File: config.mk
export PLATFORM = sky130hd
export DESIGN_NAME = mem_port_arbiter
export DESIGN_NICKNAME = d
export VERILOG_FILES = /design/src/rtl/mem_port_arbiter.sv
export SDC_FILE = /design/constraint.sdc
export NUM_CORES = 1
export LEC_CHECK = 0
export ABC_AREA = 1
export BUFFER_PORTS_ARGS = -buffer_cell sky130_fd_sc_hd__buf_4
export CAP_MARGIN = 5
export CORE_AREA = 8 8 101 103
export DETAILED_ROUTE_END_ITERATION = 7
export DIE_AREA = 0 0 109 111
export PLACE_DENSITY_LB_ADDON = 0.1
export REMOVE_ABC_BUFFERS = 1
export SYNTH_ARGS = -nofsm -noshare
export SYNTH_HDL_FRONTEND = slang
export SYNTH_SLANG_ARGS = --single-unit
File: constraint.sdc
create_clock -name clk_i -period 1.4 [get_ports clk_i]
set_input_delay 0.14 -clock clk_i [delete_from_list [all_inputs] [get_ports clk_i]]
set_output_delay 0.14 -clock clk_i [all_outputs]
set_load 0.01 [all_outputs]
File: src/rtl/mem_port_arbiter.sv
// Shares one single-ported memory between instruction fetch and load/store traffic.
// Only one transaction is outstanding at a time. Define MEM_ARB_ROUND_ROBIN_EN to get alternating priority.
module mem_port_arbiter (
  input  logic        clk_i,
  input  logic        reset_i,
  input  logic        if_req_i,
  input  logic [31:0] if_addr_i,
  output logic [31:0] if_rdata_o,
  output logic        if_ack_o,
  input  logic        dm_req_i,
  input  logic        dm_we_i,
  input  logic [31:0] dm_addr_i,
  input  logic [31:0] dm_wdata_i,
  input  logic [3:0]  dm_be_i,
  output logic [31:0] dm_rdata_o,
  output logic        dm_ack_o,
  output logic        mem_req_o,
  output logic        mem_we_o,
  output logic [31:0] mem_addr_o,
  output logic [31:0] mem_wdata_o,
  output logic [3:0]  mem_be_o,
  input  logic        mem_gnt_i,
  input  logic        mem_rvalid_i,
  input  logic [31:0] mem_rdata_i,
  output logic        stall_fetch_o,
  output logic        stall_mem_o
);

  // state  | meaning
  // IDLE   | nothing outstanding, arbitrating between pending requests
  // WAIT_I | fetch accepted by memory, response pending
  // WAIT_D | data access accepted by memory, response pending
  typedef enum logic [1:0] {
    IDLE   = 2'd0,
    WAIT_I = 2'd1,
    WAIT_D = 2'd2
  } state_t;

  state_t state_q, state_d;
  logic   discard_q, discard_d;
  logic   last_grant_q, last_grant_d;  // 1 = data side was granted last
  logic   pick_data, pick_fetch, grant;

`ifdef MEM_ARB_ROUND_ROBIN_EN
  assign pick_data = dm_req_i & (~if_req_i | ~last_grant_q);
`else
  assign pick_data = dm_req_i;
`endif
  assign pick_fetch = if_req_i & ~pick_data;
  assign grant      = (state_q == IDLE) & (pick_data | pick_fetch) & mem_gnt_i;

  always_ff @(posedge clk_i or negedge reset_i) begin
    if (!reset_i) begin
      state_q      <= IDLE;
      discard_q    <= 1'b0;
      last_grant_q <= 1'b1;
    end else begin
      state_q      <= state_d;
      discard_q    <= discard_d;
      last_grant_q <= last_grant_d;
    end
  end

  always_comb begin
    state_d      = state_q;
    discard_d    = discard_q;
    last_grant_d = last_grant_q;
    case (state_q)
      IDLE: begin
        if (grant) begin
          state_d      = pick_data ? WAIT_D : WAIT_I;
          last_grant_d = pick_data;
        end
      end
      WAIT_I: begin
        // A redirected fetch still owns the port until its response is swallowed.
        if (mem_rvalid_i) begin
          state_d   = IDLE;
          discard_d = 1'b0;
        end else if (!if_req_i) begin
          discard_d = 1'b1;
        end
      end
      WAIT_D: begin
        if (mem_rvalid_i) begin
          state_d = IDLE;
        end
      end
      default: begin
        state_d   = IDLE;
        discard_d = 1'b0;
      end
    endcase
  end

  always_comb begin
    mem_req_o   = 1'b0;
    mem_we_o    = 1'b0;
    mem_addr_o  = '0;
    mem_wdata_o = '0;
    mem_be_o    = '0;
    if_ack_o    = 1'b0;
    if_rdata_o  = '0;
    dm_ack_o    = 1'b0;
    dm_rdata_o  = '0;
    // Outputs are gated by reset so they read zero the moment reset asserts.
    if (reset_i) begin
      case (state_q)
        IDLE: begin
          if (pick_data) begin
            mem_req_o   = 1'b1;
            mem_we_o    = dm_we_i;
            mem_addr_o  = dm_addr_i;
            mem_wdata_o = dm_wdata_i;
            mem_be_o    = dm_be_i;
          end else if (pick_fetch) begin
            mem_req_o  = 1'b1;
            mem_addr_o = if_addr_i;
            mem_be_o   = 4'hF;
          end
        end
        WAIT_I: begin
          if (mem_rvalid_i && if_req_i && !discard_q) begin
            if_ack_o   = 1'b1;
            if_rdata_o = mem_rdata_i;
          end
        end
        WAIT_D: begin
          if (mem_rvalid_i) begin
            dm_ack_o   = 1'b1;
            dm_rdata_o = mem_rdata_i;
          end
        end
        default: begin
          mem_req_o = 1'b0;
        end
      endcase
    end
    stall_fetch_o = reset_i & if_req_i & ~if_ack_o;
    stall_mem_o   = reset_i & dm_req_i & ~dm_ack_o;
  end

endmodule

==> impl_metrics.ini <==
[run_status]
outcome = finished, violations left
violations = setup timing

[die]
placeable_core_region_mm2 = 0.00855
fp.dieW_um = 109
fp.dieH_um = 111
fp.dieArea_mm2 = 0.0121
initial_core_util_pct = 17.5
io_pins = 277
floorplan.rows = 34

[yosys]
async_set_or_reset_register_ratio_after_synthesis_pct = 100
yosys_warnings = 0
yosys_register_bits = 3
synth_cell_type_count = 17
post_synth_inst_count = 339
synthDominantAreaCellType = sky130_fd_sc_hd__nor2_1
synth.yosys.seq_area_share_pct = 5.00
yosys_most_used_dff = sky130_fd_sc_hd__dfrtp_1
syn_area_per_cell_um2 = 4.43
synth-edff-count = 0
ys_top_cells_by_area = sky130_fd_sc_hd__nor2_1 (27%), sky130_fd_sc_hd__nand2_1 (19%), sky130_fd_sc_hd__nand3_1 (12%)
synth_top_area_share_pct = 27.3
synth_area_mm2 = 0.00150

[global_route]
first_global_vias = 3128
number_of_antenna_violations_at_the_first_check_in_global_routing = 0
first_pass_grt_wire_length_um = 16300
grt_max_degree = 34
globalRoute.totalOverflow = 0
grt_usage_pct = 16.6

[routing]
detail_route.wirelength_um = 11800
detail_route.iter0.violations = 166
drcViolationCount = 0
drtAntennaViolNets = 0
drt-wirelength-per-cell_um = 16.3
vias = 3175
firstDrtPassIters = 4
vias_per_cell = 4.38

[pwr]
max-vdd-ir-drop_uv = 610
cellPowerDensity_mw_per_mm2 = 667
standby_leakage_power_nw = 2.45
totalPowerFinal_mw = 3.00

[sta]
period_needed_ns = 1.67
max-slew-margin-rel_pct = 83.2
fmax_mhz = 598
grt_setup_unrepaired = true
setup_violations = 137
post-route-period-util_pct = 120
hold_violations = 0
slew_violations = 0
final_critical_path_setup_slack_ns = -0.273
worst_max_slew_pin_slew_ns = 0.252
clock-skew-final_ns = 0.00740
fin_setup_tns_ns = -27.48

[cells_and_area]
layout.cell_area.non_filler_mm2 = 0.00450
post_route_cells_drive_above_1_share_pct = 62.6
num-nets-final = 760
highest_count_cells_in_the_layout_ignoring_fill_and_taps = sky130_fd_sc_hd__buf_4 (252), sky130_fd_sc_hd__nand2_1 (75), sky130_fd_sc_hd__nor2_1 (52)
mostFrequentLayoutCell = sky130_fd_sc_hd__buf_4
fraction_of_the_core_area_covered_by_cells_at_the_end_of_the_flow_pct = 52.6
fillerInstances = 853
seq_area_um2 = 75.1
multi_input_comb_area_mm2 = 0.00153
area_growth_from_synthesis_to_layout_pct = 200
instances_no_fill = 725
insertedDiodeCount = 0

[hold_path]
min_path_type = in -> reg

[critical_path]
endpoint_kind = primary output
timing.critical_path.slowest_cell_delay_ns = 0.38
cp_slowest_cell = sky130_fd_sc_hd__dfrtp_1
crit_type = reg -> out
crit_path_start_kind = flip-flop
critical_path_peak_fanout = 5
required_ns = 1.26
worst_endpoint_data_arrival_time_ns = 1.53
ordered_list_of_cells_on_the_worst_path = inv_2, buf_6, ha_4, nand2_4, or2_4, nor2_2, buf_4

[clock_network]
clock_insertion_delay_worst_skew_ns = 0.22
clkTransAtPathRegs_ns = 0.04
clock_tree.htree_level_count = 1
cts.path.max_buffers = 2
clock_sink_count = 3
cts-root-buf = sky130_fd_sc_hd__clkbuf_8
cts_made_buffers = 3
cts_tree = built

[placed_design]
placedCellCount = 714
half_perimeter_wire_length_after_detailed_placement_um = 9130
postPlaceCellArea_mm2 = 0.00373
port-buffer-count = 276
finalWeightedCongestion = 0.757

[run]
reported_max_cap_violation_count = 0
[Yosys cell counts, types with 2 or more instances]
| master | n |
|---|---|
| sky130_fd_sc_hd__a21oi_1 | 32 |
| sky130_fd_sc_hd__buf_1 | 4 |
| sky130_fd_sc_hd__buf_2 | 11 |
| sky130_fd_sc_hd__buf_6 | 3 |
| sky130_fd_sc_hd__clkbuf_1 | 8 |
| sky130_fd_sc_hd__dfrtp_1 | 3 |
| sky130_fd_sc_hd__ha_1 | 3 |
| sky130_fd_sc_hd__inv_1 | 44 |
| sky130_fd_sc_hd__inv_2 | 2 |
| sky130_fd_sc_hd__nand2_1 | 77 |
| sky130_fd_sc_hd__nand3_1 | 35 |
| sky130_fd_sc_hd__nand4_1 | 2 |
| sky130_fd_sc_hd__nor2_1 | 109 |
| sky130_fd_sc_hd__o21ai_0 | 3 |
[worst max-delay path: cells and delay by family (launching register included)]
kind,cells,cell delay (ns)
simple gates,3,0.46
flops,1,0.38
buf+inv,3,0.33
fa+ha+maj,1,0.15
[final timing paths]
check | start | end | slack [ns] | depth (start not counted)
worst min register to register | discard_q | discard_q | 0.61 | 4
min in group asynchronous | reset_i | discard_q | 0.38 | 2
max in group asynchronous | reset_i | state_q[0] | 0.85 | 2
worst max-delay path | state_q[1] | mem_be_o[1] | -0.27 | 7
worst min-delay path | mem_gnt_i | state_q[1] | 0.26 | 5
worst max register to register | state_q[1] | discard_q | 0.07 | 9
[area by class of cell]
class                      count  area share [%]
clock buffer                   4            1.00
inverter                      46            4.00
multi-input combinational    263            33.9
sequential                     3            1.67
tap                          108            3.00
timing repair buffer         301            56.4
[per-stage QoR]
stage	setup slack, ns	hold WS [ns]
2_1_floorplan	-1.19	-0.156
3_3_place_gp	-0.101	-0.0403
3_5_place_dp	-0.0911	-0.0372
4_1_cts	-0.256	0.267
5_1_grt	-0.343	0.279
6_report	-0.273	0.263
[sequential cells by signal, indices dropped and copies added, names as in the netlist]
name	flops
state_q	2
discard_q	1
[report_power, final]
group	leakage (nW)	internal, mW	switching, mW
registers	0.0390	0.122	0.0258
clock network	0.0228	0.195	0.0679
logic	2.38	1.26	1.33
total	2.45	1.58	1.43
[timing repair]
action	in CTS	in global routing
setup buffers	1	1
setup endpoints to repair	138	139
pin swaps	6	6
hold endpoints to repair	3	0
hold buffers	1	0
gates resized for setup	77	91
cloned	2	2
[routing by layer]
metal	up-vias	GRT usage (%)	routed length [um]
li1	1578	-	-
met2	178	31.5	6400
met4	0	2.56	56
met1	1415	15.9	3840
met3	4	7.50	1510
met5	-	0	0
[cell families (layout without fill, tap and decap cells)]
family / after synthesis / count (layout) / synth area share, %
AND/OR/NAND/NOR: 225 / 225 / 59.9
buffers and inverters: 73 / 351 / 20.9
AO/OA/AOI/OAI: 35 / 35 / 11.7
adder cells (fa/ha/maj): 3 / 3 / 2.50
flip-flops: 3 / 3 / 5.00
Power figures use the tool's default switching activity.
